File: src/rtl/spi_tsense_reader_pkg.sv
// Shared state encoding and width helper for the SPI temperature-sensor reader.
package spi_tsense_reader_pkg;

    // IDLE: waiting | SETUP: CS low before SCK | SHIFT: clocking bits | HOLD: CS low after SCK | GAP: scan spacing
    typedef enum logic [2:0] {
        ST_IDLE,
        ST_SETUP,
        ST_SHIFT,
        ST_HOLD,
        ST_GAP
    } state_t;

    // Bits needed to index n distinct values, never less than one.
    function automatic int clog2w(input int n);
        return (n <= 2) ? 1 : $clog2(n);
    endfunction

endpackage

File: src/rtl/spi_tsense_reader_sck_gen.sv
// SCK generator: half-period down-counter producing rise/fall enables and a registered mode-0 SCK.
module spi_tsense_reader_sck_gen #(
    parameter int CLK_DIV = 2
) (
    input  logic clk,
    input  logic rst,
    input  logic en,
    input  logic stop,
    output logic sck,
    output logic sck_rise,
    output logic sck_fall,
    output logic period_end
);
    localparam int CW = (CLK_DIV > 1) ? $clog2(CLK_DIV) : 1;

    logic [CW-1:0] half_cnt;
    logic          tick;

    assign tick       = (half_cnt == '0);
    // End of a low half; a new period starts here unless the frame has run out of bits.
    assign period_end = en & tick & ~sck;
    assign sck_rise   = period_end & ~stop;
    assign sck_fall   = en & tick & sck;

    always_ff @(posedge clk or posedge rst) begin
        if (rst) begin
            half_cnt <= '0;
            sck      <= 1'b0;
        end else if (!en) begin
            half_cnt <= '0;
            sck      <= 1'b0;
        end else if (tick) begin
            half_cnt <= CW'(CLK_DIV - 1);
            if (sck_rise)
                sck <= 1'b1;
            else if (sck_fall)
                sck <= 1'b0;
        end else begin
            half_cnt <= half_cnt - CW'(1);
        end
    end

endmodule

File: src/rtl/spi_tsense_reader.sv
// SPI master front end reading DATA_W-bit frames from NUM_CH serial temperature sensors,
// single-shot or continuous round-robin, fully synchronous to sysclk.
module spi_tsense_reader
    import spi_tsense_reader_pkg::*;
#(
    parameter int DATA_W   = 16,
    parameter int NUM_CH   = 2,
    parameter int CLK_DIV  = 2,
    parameter int CS_SETUP = 2,
    parameter int CS_HOLD  = 2,
    parameter int IDLE_GAP = 8
) (
    input  logic                      sysclk,
    input  logic                      rst,
    input  logic                      start,
    input  logic                      cont,
    input  logic [clog2w(NUM_CH)-1:0] ch_sel,
    input  logic                      sio,
    output logic [NUM_CH-1:0]         cs_n,
    output logic                      sck,
    output logic                      busy,
    output logic                      done,
    output logic [DATA_W-1:0]         data,
    output logic [clog2w(NUM_CH)-1:0] data_ch,
    output logic                      err
);
    localparam int CHW  = clog2w(NUM_CH);
    localparam int BW   = clog2w(DATA_W + 1);
    localparam int TMAX = (CS_SETUP > CS_HOLD) ? ((CS_SETUP > IDLE_GAP) ? CS_SETUP : IDLE_GAP)
                                               : ((CS_HOLD > IDLE_GAP) ? CS_HOLD : IDLE_GAP);
    localparam int TW   = clog2w(TMAX);

    state_t            state;
    logic [TW-1:0]     tmr;
    logic [BW-1:0]     bits_left;
    logic [DATA_W-1:0] shreg;
    logic [CHW-1:0]    ch;
    logic [CHW-1:0]    ptr;
    logic [CHW-1:0]    ptr_nxt;
    logic [CHW-1:0]    launch_ch;
    logic              launch;
    logic              ch_ok;
    logic              sck_en;
    logic              sck_rise;
    logic              sck_fall;
    logic              period_end;

    assign busy    = (state != ST_IDLE);
    assign ch_ok   = (32'(ch_sel) < NUM_CH);
    assign ptr_nxt = (ptr == CHW'(NUM_CH - 1)) ? '0 : ptr + CHW'(1);
    // The generator is armed during the last SETUP cycle so the first rise lands on the SHIFT entry edge.
    assign sck_en  = ((state == ST_SETUP) && (tmr == '0)) || (state == ST_SHIFT);

    spi_tsense_reader_sck_gen #(
        .CLK_DIV(CLK_DIV)
    ) u_sck_gen (
        .clk       (sysclk),
        .rst       (rst),
        .en        (sck_en),
        .stop      (bits_left == '0),
        .sck       (sck),
        .sck_rise  (sck_rise),
        .sck_fall  (sck_fall),
        .period_end(period_end)
    );

    always_comb begin
        launch    = 1'b0;
        launch_ch = ptr;
        case (state)
            ST_IDLE: begin
                launch    = cont | (start & ch_ok);
                launch_ch = cont ? ptr : ch_sel;
            end
            ST_GAP: begin
                launch    = cont & (tmr == '0);
                launch_ch = ptr_nxt;
            end
            default: ;
        endcase
    end

    always_ff @(posedge sysclk or posedge rst) begin
        if (rst) begin
            state     <= ST_IDLE;
            tmr       <= '0;
            bits_left <= '0;
            shreg     <= '0;
            ch        <= '0;
            ptr       <= '0;
            cs_n      <= '1;
            done      <= 1'b0;
            err       <= 1'b0;
            data      <= '0;
            data_ch   <= '0;
        end else begin
            done <= 1'b0;
            err  <= 1'b0;
            if (sck_rise)
                shreg <= {shreg[DATA_W-2:0], sio};
            if (sck_fall)
                bits_left <= bits_left - BW'(1);
            if (launch) begin
                state     <= ST_SETUP;
                ch        <= launch_ch;
                tmr       <= TW'(CS_SETUP - 1);
                bits_left <= BW'(DATA_W);
                cs_n      <= ~(NUM_CH'(1) << launch_ch);
            end
            case (state)
                ST_IDLE: begin
                    if (start && !cont && !ch_ok)
                        err <= 1'b1;
                end
                ST_SETUP: begin
                    if (tmr == '0)
                        state <= ST_SHIFT;
                    else
                        tmr <= tmr - TW'(1);
                end
                ST_SHIFT: begin
                    if (period_end && (bits_left == '0)) begin
                        state <= ST_HOLD;
                        tmr   <= TW'(CS_HOLD - 1);
                    end
                end
                ST_HOLD: begin
                    if (tmr == '0) begin
                        cs_n    <= '1;
                        data    <= shreg;
                        data_ch <= ch;
                        done    <= 1'b1;
                        if (cont) begin
                            state <= ST_GAP;
                            tmr   <= TW'(IDLE_GAP - 1);
                        end else begin
                            state <= ST_IDLE;
                        end
                    end else begin
                        tmr <= tmr - TW'(1);
                    end
                end
                ST_GAP: begin
                    if (!cont)
                        state <= ST_IDLE;
                    else if (tmr == '0)
                        ptr <= ptr_nxt;
                    else
                        tmr <= tmr - TW'(1);
                end
                default: state <= ST_IDLE;
            endcase
        end
    end

endmodule

File: config.mk
export PLATFORM = sky130hd
export DESIGN_NAME = spi_tsense_reader
export DESIGN_NICKNAME = d
export VERILOG_FILES = /design/src/rtl/spi_tsense_reader_pkg.sv /design/src/rtl/spi_tsense_reader_sck_gen.sv /design/src/rtl/spi_tsense_reader.sv
export SDC_FILE = /design/constraint.sdc
export NUM_CORES = 1
export LEC_CHECK = 0
export BUFFER_PORTS_ARGS = -buffer_cell sky130_fd_sc_hd__buf_2
export CELL_PAD_IN_SITES_DETAIL_PLACEMENT = 0
export CELL_PAD_IN_SITES_GLOBAL_PLACEMENT = 2
export CORE_UTILIZATION = 30
export DETAILED_ROUTE_END_ITERATION = 7
export PLACE_DENSITY_LB_ADDON = 0.1
export SKIP_LAST_GASP = 1
export SLEW_MARGIN = 20
export SYNTH_ARGS = -nofsm -noshare
export SYNTH_HDL_FRONTEND = slang
export SYNTH_SLANG_ARGS = --single-unit
File: constraint.sdc
create_clock -name sysclk -period 2.49 [get_ports sysclk]
set_input_delay 0.498 -clock sysclk [delete_from_list [all_inputs] [get_ports sysclk]]
set_output_delay 0.498 -clock sysclk [all_outputs]
set_load 0.005 [all_outputs]
# --- Word level (Yosys, flattened, before mapping) ---
# Index checks and enable logic that the tools add are counted.
word_totals:
  ff_bits: 51
  output_inout_bits: 23
  word_cells: 75
op_classes:
  addsub: 4
  n_eq_ne: 6
  shift: 1
  n_mux: 31
  n_bitwise: 10
  reduce_logical: 11
op_table:
  columns: ["operator", "n"]
  rows:
  - ["2-to-1 mux 3 bit", 12]
  - ["case mux 3 bit (5 select lines)", 1]
  - ["case mux 3 bit (4 select lines)", 1]
  - ["2-to-1 mux 1 bit", 10]
  - ["2-to-1 mux 5 bit", 2]
  - ["equality test 3 x 2 -> 1 bit (second input constant)", 2]
  - ["logical NOT 3 bit", 2]
  - ["2-to-1 mux 2 bit", 3]
  - ["bitwise AND 1 bit", 5]
  - ["logical NOT 5 bit", 1]
  - ["subtractor 5 x 1 -> 5 bit (second input constant)", 1]
  - ["case mux 1 bit (2 select lines)", 2]
  - ["AND reduction 2 bit", 2]
  - ["equality test 3 x 1 -> 1 bit (second input constant)", 1]
  - ["equality test 3 bit (second input constant)", 1]
  - ["inequality test 3 bit (second input constant)", 1]
  - ["inverter 1 bit", 3]
  - ["AND reduction 3 bit", 1]
  - ["nonzero test 3 bit", 1]
  - ["subtractor 3 x 1 -> 3 bit (second input constant)", 1]
  - ["logical AND 1 bit", 2]
  - ["inequality test 2 bit (second input constant)", 1]
  - ["inverter 2 bit", 1]
  - ["nonzero test 2 bit", 1]
  - ["other kinds (5)", 5]

# --- Logic depth before layout (Yosys ltp) ---
# Gate-level depths: netlist of run 1.
depth:
  ltp_word: 9
  depth_mapped: 8
  depth_no_buf: 6

# --- By module ---
# A second synthesis of run 1 with hierarchy kept.
unflattened:
  cells_unflattened: 181
  area_unflattened_um2: 2358.5
by_module_without_submodules:
  columns: ["module", "n_inst", "cells_each", "area_per_inst_um2", "seq_area_each_um2"]
  rows:
  - ["spi_tsense_reader", 1, 173, 2249.7, 1228.7]
  - ["spi_tsense_reader_sck_gen", 1, 8, 108.9, 50.0]

# --- Worst setup path after synthesis of run 1 ---
# OpenSTA, ideal clock, no wires.
synth_path:
  path_kind: "flip-flop to flip-flop"
  startpoint: "reg tmr[0]"
  endpoint: "reg shreg[0]"
  t_arrival_ns: 1.959
  t_required_ns: 2.365
  setup_slack_ns: 0.406
  stages_incl_launch_ff: 8
  period_less_slack_ns: 2.084
  cell_sequence: "dfrtp_1 -> inv_1 -> ha_1 -> and4bb_4 -> nor2_2 -> nor4b_4 -> buf_6 -> mux2_2"
synth_between:
  elab_chain_len: 6
synth_rtl:
  columns: ["element", "line", "source"]
  rows:
  - ["start, declared", "spi_tsense_reader.sv:34", "logic [TW-1:0] tmr;"]
  - ["start signal, assigned", "spi_tsense_reader.sv:106", "tmr <= TW'(CS_SETUP - 1);"]
  - ["start signal, assigned", "spi_tsense_reader.sv:119", "tmr <= tmr - TW'(1);"]
  - ["start signal, assigned", "spi_tsense_reader.sv:124", "tmr <= TW'(CS_HOLD - 1);"]
  - ["logical NOT 3 bit", "spi_tsense_reader.sv:52", "assign sck_en = ((state == ST_SETUP) && (tmr == '0)) || (state == ST_SHIFT);"]
  - ["logical AND 1 bit", "spi_tsense_reader.sv:52", null]
  - ["logical OR 1 bit", "spi_tsense_reader.sv:52", null]
  - ["bitwise AND 1 bit (2 in series)", "spi_tsense_reader_sck_gen.sv:21", "assign period_end = en & tick & ~sck;"]
  - ["bitwise AND 1 bit", "spi_tsense_reader_sck_gen.sv:22", "assign sck_rise = period_end & ~stop;"]
  - ["end signal, assigned", "spi_tsense_reader.sv:100", "shreg <= {shreg[DATA_W-2:0], sio};"]
  - ["end, declared", "spi_tsense_reader.sv:36", "logic [DATA_W-1:0] shreg;"]
# Every way passes these cells.
# A chain may end at the register's enable or synchronous reset.

# --- Worst setup path after layout of run 1 ---
layout_path:
  startpoint: "reg tmr[0]"
  endpoint: "reg shreg[13]"
# The elaborated chain is that of the path after synthesis.

==> results of run 1 <==
-- state kept, by name, summed over array words and instances (netlist names) --
name	flops
ch	1
data_ch	1
bits_left	5
shreg	16
u_sck_gen.sck	1
state	3
cs_n	2
tmr	3
u_sck_gen.half_cnt	1
ptr	1
done	1
data	16
-- worst max-delay path: cells and delay by family (launching register included) --
kind	cells	cell delay (ns)
fa+ha+maj	1	0.24
mux	1	0.36
simple gates	3	0.62
buf+inv	2	0.37
flops	1	0.37
-- cells by family after synthesis --
family,share of synthesized area [%]
DFF,57.1
and+or+nand+nor,12.2
muxes,16.6
AOI/OAI and AO/OA,7.43
buffers and inverters,2.79
adders and majority gates,2.23
xor gates and xnor gates,1.56
other,0.167
-- worst max path at each step --
stage	end	cells past startpoint
5_1_grt	shreg[2]$_DFFE_PP0P_	7
3_3_place_gp	shreg[2]$_DFFE_PP0P_	7
2_1_floorplan	shreg[0]$_DFFE_PP0P_	7
4_1_cts	shreg[13]$_DFFE_PP0P_	7
6_report	shreg[13]$_DFFE_PP0P_	7
3_5_place_dp	shreg[13]$_DFFE_PP0P_	7
-- cell usage after synthesis, types with 2 or more instances --
cell      count  area [µm²]
a21o_1        2        15.0
a31oi_1       2        12.5
and2_1        2        12.5
buf_2         2        10.0
clkbuf_1      4        15.0
dfrtp_1      49        1230
dfstp_2       2        52.6
ha_1          4        50.1
inv_1         5        18.8
mux2_2       33         372
nand2_1       6        22.5
nand2b_1      2        12.5
nand3_1       3        15.0
nor2_1        6        22.5
nor2b_1       6        37.5
nor3_1        3        15.0
o211ai_1      2        15.0
o21ai_0      10        50.1
or2_2         2        12.5
xnor2_1       3        26.3
-- metrics by stage --
step           instance area [µm²]  hold WS [ns]  std cells  total power [mW]  setup WS, ns
2_1_floorplan                 2240         0.441        174              2.23         0.406
3_3_place_gp                  2500         0.458        298              2.59         0.428
3_5_place_dp                  2500         0.474        298              2.60         0.391
4_1_cts                       2610         0.306        306              3.18         0.372
5_1_grt                       2610         0.324        306              3.40         0.244
6_report                      2610         0.279        306              3.13         0.399
-- area by class of cell --
type / count / area [µm²] / area share [%]
clock buffers: 7 / 76.3 / 2.93
inverters: 5 / 18.8 / 0.720
repair buffers: 33 / 180 / 6.91
multi-input cells: 110 / 900 / 34.5
well taps: 99 / 124 / 4.75
clock inverters: 1 / 30.0 / 1.15
flip-flops and latches: 51 / 1280 / 49.0
-- power groups by stage --
stage,combinational (mW),clock [mW],sequential (mW)
floorplan,0.875,0,1.36
global placement,1.18,0,1.40
detailed placement,1.18,0,1.41
CTS,1.19,0.591,1.40
global route,1.32,0.634,1.45
finish,1.16,0.570,1.39
-- routing by layer --
layer / up-vias / part of all wire [%] / track usage (%)
met5: - / 0 / 0
li1: 673 / - / -
met4: 0 / 2.1 / 4.99
met2: 21 / 49 / 19.4
met3: 8 / 3.4 / 3.36
met1: 689 / 46 / 16.8
-- cells in the final DEF (no fill, tap or decap), types with 3 or more instances in the layout --
| master | n |
|---|---|
| ha_1 | 4 |
| nor2b_1 | 6 |
| xnor2_1 | 3 |
| inv_1 | 4 |
| dfrtp_1 | 49 |
| clkbuf_8 | 5 |
| buf_4 | 6 |
| nor3_1 | 3 |
| mux2_2 | 33 |
| nand2_1 | 6 |
| nor2_1 | 6 |
| buf_2 | 27 |
| nand3_1 | 3 |
| o21ai_0 | 10 |
==> results.md, run 1 <==
* Vias/cell at between 4 and 5
* Syn Area/Cell at roughly 13 µm²
* Cell count after synthesis at approximately 170
* Number of CTS-inserted buffers at 5
* Drc violations at 0
* Yosys warns at 0
* Final setup fails at 0
* Clk_skew at 0.00484 ns
* CTS Hold Buffers Added at 0
* Status: completed
* RR Startpoint: tmr[0]$_DFF_PP0_
* Maximum clock rate at between 0.4 and 0.5 GHz
* Minimum clock period at 2.09 ns
* Rows at 31
* Worst-path maximum fanout at 17
* Synth async-reset ratio at 100%
* CP peak stage delay at 0.37 ns
* GRT Overall Usage at approximately 13%
* Critical path cell sequence: inv_1 > ha_1 > and4bb_4 > nor2_2 > nor4b_4 > buf_4 > mux2_2
* Ys flop type: dfrtp_1
* Largest net degree at the start of global routing at 31
* Final GP Congestion at roughly 0.75
* Fillers at 738
* Max VDD drop at 0.386 mV
* Initial Util at between 30% and 40%
* R2r worst-path depth at 7
* FF-to-FF End: shreg[13]$_DFFE_PP0P_
* Worst-Skew Late Latency at 0.30 ns
* Power Internal at between 2 and 2.5 mW
* Fin. Hold Viols at 0
* DRT iter0 DRCs at 41
* Via count of the first global-routing pass at 1445
* Wire length of the first global-routing pass at 7270 µm
* CTS Sinks at 51
* HPWL Detailed at 2880 µm
* CTS tree: built
* Comb pwr share at 37.2%
* DIE HEIGHT at 88.4 µm
* Post-synth EDFFs at 0
* Final ANT Viol Nets at 0
* H-tree lvl count at 2
* Finished Core Util at 35.9%
* Clock root buffer: clkbuf_8
* Switching share of power at 32.9%
* Area Growth Syn to Fin at 16.4%
* I/O Pins at 29
* Post-synthesis cell type count at 46
* CTS-repair resized insts at 0
* Post-synthesis register bit count at 51
* RSZ-0062 raised after global routing: no
* DRT Pass-1 Iters at 4
* Hold WC Path Type: in2async
* Worst EP arrival at 2.28 ns
* Power per cell area at 1200 mW/mm²
* DR vias at approximately 1400
* CORE AREA at around 0.0073 mm²
* CTS clk-pin slew, worst paths at 0.09 ns
* Routed WL at between 4000 and 5000 µm
* Post-Synthesis Net Count at 184
* Slew HR at between 50 and 60%
* Req. time, crit path at 2.68 ns
* Setup CP Type: reg2reg
* CP startpoint kind: flop
* Gr ovfl total at 0
* Slew Limit Fails at 0
* Max-cap check violation count at 0
* Die area at about 0.0078 mm²
* Area of the mapped netlist at 0.00224 mm²
* Post CTS Setup Buffer Count at 0
* Initial antenna violation count at 0
* Clock power frac at 18.2%
* # diodes at 0
* Seq/Total Area, Yosys at ~57%
* Worst slew pin tran at around 0.65 ns
* Net switching power figure at 1.03 mW
* Setup crit end kind: flop
* Layout Nets at ~220
* CTS max path bufs at 2
* Seq pwr share at 44.6%
* DIE WIDTH at 88.4 µm
* Leakage at ~1.2 nW
* Routed WL per cell at 13.7 µm
* Crit path from: tmr[0]$_DFF_PP0_
* Crit path max-delay cell type: dfrtp_1
* Layout cells sized above 1 at just under 40%
* Setup TNS at 0 ns
* Port Buffers at 27
* Final worst-path cycle share at between 80 and 90%
* Reg-to-reg slack, setup at 0.40 ns
Power figures use the tool's default switching activity.
==> run 2: changes to the inputs <==
clock period = 2.1 ns   (was 2.49 ns; I/O delays follow)
==> results.md, run 2 (same netlist as run 1, synthesis figures left out) <==
* Status: completed
* RR Startpoint: tmr[0]$_DFF_PP0_
* Most frequent cells in the layout: dfrtp_1 (49), mux2_2 (33), buf_2 (27), o21ai_0 (10)
* Vias/cell at 4.56
* CTS Sinks at just over 50
* DR vias at 1406
* Worst-path maximum fanout at 8
* Reg-to-reg slack, setup at 0.09 ns
* CORE AREA at 0.00725 mm²
* Minimum clock period at approximately 2.0 ns
* Req. time, crit path at 2.29 ns
* Port Buffers at 27
* CTS clk-pin slew, worst paths at 0.09 ns
* Power per cell area at 1450 mW/mm²
* Critical path cell sequence: inv_1 > ha_2 > and4bb_4 > nor2_2 > nor4b_4 > buf_4 > clkbuf_16 > mux2_2
* Setup TNS at 0 ns
* Initial antenna violation count at 0
* FF-to-FF End: shreg[7]$_DFFE_PP0P_
* Slew Limit Fails at 0
* Placed cell count at 298
* Area Growth Syn to Fin at 20.3%
* DRT iter0 DRCs at 62
* Most common cell after layout, fill and taps aside: dfrtp_1
* Maximum clock rate at 0.497 GHz
* Dpl ws at 0.0690 ns
* Die area at 0.00782 mm²
* # diodes at 0
* Hold WC Path Type: in2async
* Crit path max-delay cell type: dfrtp_1
* CP startpoint kind: flop
* Setup CP Type: reg2reg
* Number of CTS-inserted buffers at 5
* Final cell count without fillers at a little over 300
* Drc violations at 0
* Fin. Hold Viols at 0
* Setup slack after layout at 0.0871 ns
* CP peak stage delay at 0.37 ns
* HPWL Detailed at approximately 2900 µm
* Largest net degree at the start of global routing at 52
* Via count of the first global-routing pass at 1405
* Max VDD drop at 0.542 mV
* Wire length of the first global-routing pass at ~7000 µm
* Routed WL at 4270 µm
* Routed WL per cell at 13.9 µm
* Layout Nets at 218
* Gr ovfl total at 0
* Final setup fails at 0
* GRT Overall Usage at 12.1%
* Rows at 31
* Leakage at around 1.3 nW
* CTS max path bufs at 2
* Clock root buffer: clkbuf_8
* Final worst-path cycle share at between 90% and 100%
* Initial Util at 30.9%
* Worst EP arrival at 2.20 ns
* DIE HEIGHT at 88.4 µm
* Final ANT Viol Nets at 0
* Clk_skew at 0.00541 ns
* R2r worst-path depth at 8
* CTS tree: built
* DIE WIDTH at 88.4 µm
* Max-cap check violation count at 0
* Layout cells sized above 1 at 41.6%
* I/O Pins at 29
* Setup crit end kind: flop
* RSZ-0062 raised after global routing: no
* H-tree lvl count at 2
* Final GP Congestion at 0.771
* DRT Pass-1 Iters at 4
* Largest registers: data (16), shreg (16), bits_left (5)
* CTS Hold Buffers Added at 0
* Power, Total at 3.92 mW
* Worst-Skew Late Latency at around 0.3 ns
==> run 2: cell types whose count changed in the layout (fill, tap and decap cells not counted) <==
cell / delta
buf_12: +3
buf_4: -2
clkbuf_1: -2
clkbuf_16: +1
clkbuf_8: +1
ha_1: -1
ha_2: +1
inv_6: +1
==> run 2: how the worst max path moves through the flow <==
stage	endpoint	from	slack, ns	depth (start not counted)
after detailed placement	shreg[10]$_DFFE_PP0P_	tmr[0]$_DFF_PP0_	0.07	7
after global placement	shreg[13]$_DFFE_PP0P_	tmr[0]$_DFF_PP0_	0.11	7
after floorplan	shreg[0]$_DFFE_PP0P_	tmr[0]$_DFF_PP0_	0.02	7
after CTS	shreg[10]$_DFFE_PP0P_	tmr[0]$_DFF_PP0_	0.04	7
after global routing	shreg[3]$_DFFE_PP0P_	tmr[0]$_DFF_PP0_	0.006	8
final	shreg[7]$_DFFE_PP0P_	tmr[0]$_DFF_PP0_	0.09	8
==> run 2: per-stage QoR <==
| stage | hold slack, ns | area [µm²] | util [%] |
|---|---|---|---|
| 2_1_floorplan | 0.441 | 2240 | - |
| 3_3_place_gp | 0.458 | 2540 | 35.0 |
| 3_5_place_dp | 0.468 | 2540 | 35.0 |
| 4_1_cts | 0.152 | 2660 | 36.7 |
| 5_1_grt | 0.154 | 2700 | 37.2 |
| 6_report | 0.147 | 2700 | 37.2 |
==> run 2: routing by layer <==
layer	up-vias	part of all wire [%]	track usage, %
met5	-	0	0
met4	0	0.68	4.11
met3	2	4.6	3.73
met2	28	47	18.7
met1	699	48	16.0
li1	677	-	-
==> run 2: where the power goes <==
part           internal (mW)  leakage, nW  switching, mW
logic                  0.875        0.549          0.677
clock network          0.392       0.0618          0.330
registers               1.38        0.660          0.264
total                   2.64         1.27           1.27
==> run 2: area by class of cell <==
| cell class | count | area (µm²) |
|---|---|---|
| clock buffers | 6 | 82.6 |
| clock inverters | 2 | 38.8 |
| fillers | 729 | 4560 |
| inverters | 5 | 18.8 |
| multi-input cells | 110 | 902 |
| flip-flops and latches | 51 | 1280 |
| well taps | 99 | 124 |
| repair buffers | 35 | 250 |
==> run 2: critical path: cells and delay by family, from the launching register on <==
family,cells,cell delay (ns)
buffers and inverters,3,0.43
AND/OR/NAND/NOR,3,0.55
flip-flops,1,0.37
adder cells (fa/ha/maj),1,0.22
multiplexers,1,0.32
==> run 2: what timing repair did <==
item,in CTS,in global routing
buffers inserted,0,1
gates resized for setup,0,1
setup endpoints to repair,0,16
==> run 3: changes to the inputs <==
--- a/config.mk
+++ b/config.mk
@@ -11,4 +11,5 @@
 export CORE_UTILIZATION = 30
 export DETAILED_ROUTE_END_ITERATION = 7
+export HOLD_SLACK_MARGIN = 0.02
 export PLACE_DENSITY_LB_ADDON = 0.1
 export SKIP_LAST_GASP = 1
==> constraint.sdc (replaced) <==
create_clock -name sysclk -period 2.1 [get_ports sysclk]
set_input_delay 0.21 -clock sysclk [delete_from_list [all_inputs] [get_ports sysclk]]
set_output_delay 0.21 -clock sysclk [all_outputs]
set_load 0.005 [all_outputs]
==> results.md, run 3 (same netlist as run 1, synthesis figures left out) <==
* Wire length of the first global-routing pass at 7580 µm
* CTS tree: built
* Final setup fails at 0
* Via count of the first global-routing pass at 1577
* Largest registers: data (16), shreg (16), bits_left (5)
* Power per cell area at 1450 mW/mm²
* GRT Overall Usage at between 10% and 20%
* Power, Total at 3.95 mW
* Layout cells sized above 1 at a little over two fifths
* Most common cell after layout, fill and taps aside: dfrtp_1
* Rows at 31
* CORE AREA at approximately 0.0073 mm²
* Routed WL at 4470 µm
* Hold WC Path Type: in2reg
* Clk_skew at 0.00491 ns
* Design area at 0.00272 mm²
* Most frequent cells in the layout: dfrtp_1 (49), mux2_2 (33), buf_2 (27), o21ai_0 (10)
* CTS Sinks at around 50
* Number of CTS-inserted buffers at 5
* Setup CP Type: reg2reg
* Layout Nets at 220
* Worst-Skew Late Latency at around 0.3 ns
* Port Buffers at 27
* Slew Limit Fails at 0
* HPWL Detailed at between 2000 and 3000 µm
* Clock root buffer: clkbuf_8
* Grt met1 use at 15.7%
* Final worst-path cycle share at between 90% and 100%
* Met3 Resource Use GR at under 10%
* Leakage at roughly 1.3 nW
* M2 GR Usage at a little over a fifth
* Maximum clock rate at 0.499 GHz
* DIE WIDTH at 88.4 µm
* CTS max path bufs at 2
* Setup TNS at 0 ns
* Worst slack on hold paths at 0.146 ns
* H-tree lvl count at 2
* Slew HR at 64.1%
* Initial Util at 30.9%
* Worst-path maximum fanout at 8
* Gr ovfl total at 0
* Final ANT Viol Nets at 0
* Area Growth Syn to Fin at 21.5%
* DR vias at 1428
* Largest net degree at the start of global routing at 52
* Max VDD drop at approximately 0.52 mV
* Placed cell count at 299
* Fin. Hold Viols at 0
* Minimum clock period at around 2.0 ns
* Final GP Congestion at between 0.8 and 0.9
* Vias/cell at 4.61
* Max-cap check violation count at 0
* Placed instance area at 0.00255 mm²
* Final cell count without fillers at 310
* Most Crowded Layer GR: met2
* Worst EP arrival at around 2.2 ns
* Die area at between 0.007 and 0.008 mm²
* I/O Pins at 29
* DRT Pass-1 Iters at 4
* Drc violations at 0
* Worst slew pin tran at about 0.53 ns
* Initial antenna violation count at 0
* DIE HEIGHT at approximately 88 µm
* DRT iter0 DRCs at 41
* CTS clk-pin slew, worst paths at about 0.10 ns
* Setup crit end kind: flop
* CP startpoint kind: flop
* Status: completed
* Req. time, crit path at roughly 2.3 ns
* RSZ-0062 raised after global routing: no
* Routed WL per cell at 14.4 µm
* # diodes at 0
-- run 3: worst paths after layout --
kind	depth (start not counted)	start	endpoint	slack, ns
worst max-delay path	8	tmr[1]$_DFF_PP0_	shreg[0]$_DFFE_PP0P_	0.1
worst min-delay path	2	sio	shreg[0]$_DFFE_PP0P_	0.15
worst max register to register	8	tmr[1]$_DFF_PP0_	shreg[0]$_DFFE_PP0P_	0.1
worst min register to register	2	ch$_DFFE_PP0P_	ch$_DFFE_PP0P_	0.49
max in group asynchronous	4	rst	cs_n[1]$_DFF_PP1_	1.33
min in group asynchronous	4	rst	done$_DFF_PP0_	0.50
-- run 3: cell type report --
type / instances / area (µm²)
sequential: 51 / 1280
tap: 99 / 124
clock inverter: 2 / 38.8
multi-input combinational: 110 / 912
fill: 721 / 4530
timing repair buffer: 37 / 268
inverter: 5 / 18.8
clock buffer: 6 / 82.6
-- run 3: per-stage QoR --
stage / setup WS, ns / utilization (%)
6_report: 0.0972 / 37.5
5_1_grt: 0.0325 / 37.5
4_1_cts: 0.0174 / 36.9
3_5_place_dp: 0.0290 / 35.1
3_3_place_gp: 0.112 / 35.1
2_1_floorplan: 0.0160 / -
-- run 3: timing repair --
action | CTS | global route
hold buffers | 1 | 0
endpoints found under the hold margin | 49 | 0
gates resized for setup | 0 | 3
buffers inserted | 0 | 1
setup endpoints to repair | 0 | 16
-- run 3: worst max-delay path: stages, from the launching register on --
cell       delay, ns
dfrtp_1         0.39
inv_1           0.13
ha_4            0.17
and4bb_4        0.28
nor2_2          0.08
nor4b_4         0.20
buf_4           0.17
clkbuf_16       0.15
mux2_2          0.33
-- run 3: metal layers --
layer / wire length [µm] / vias to the layer above
met3: 120 / 2
met1: 2070 / 727
met4: 29 / 0
met2: 2250 / 15
li1: - / 684
met5: 0 / -
-- run 3: power breakdown --
| part | switching [mW] | leakage, nW | internal (mW) |
|---|---|---|---|
| registers | 0.274 | 0.660 | 1.38 |
| logic | 0.683 | 0.559 | 0.894 |
| clock network | 0.333 | 0.0618 | 0.392 |
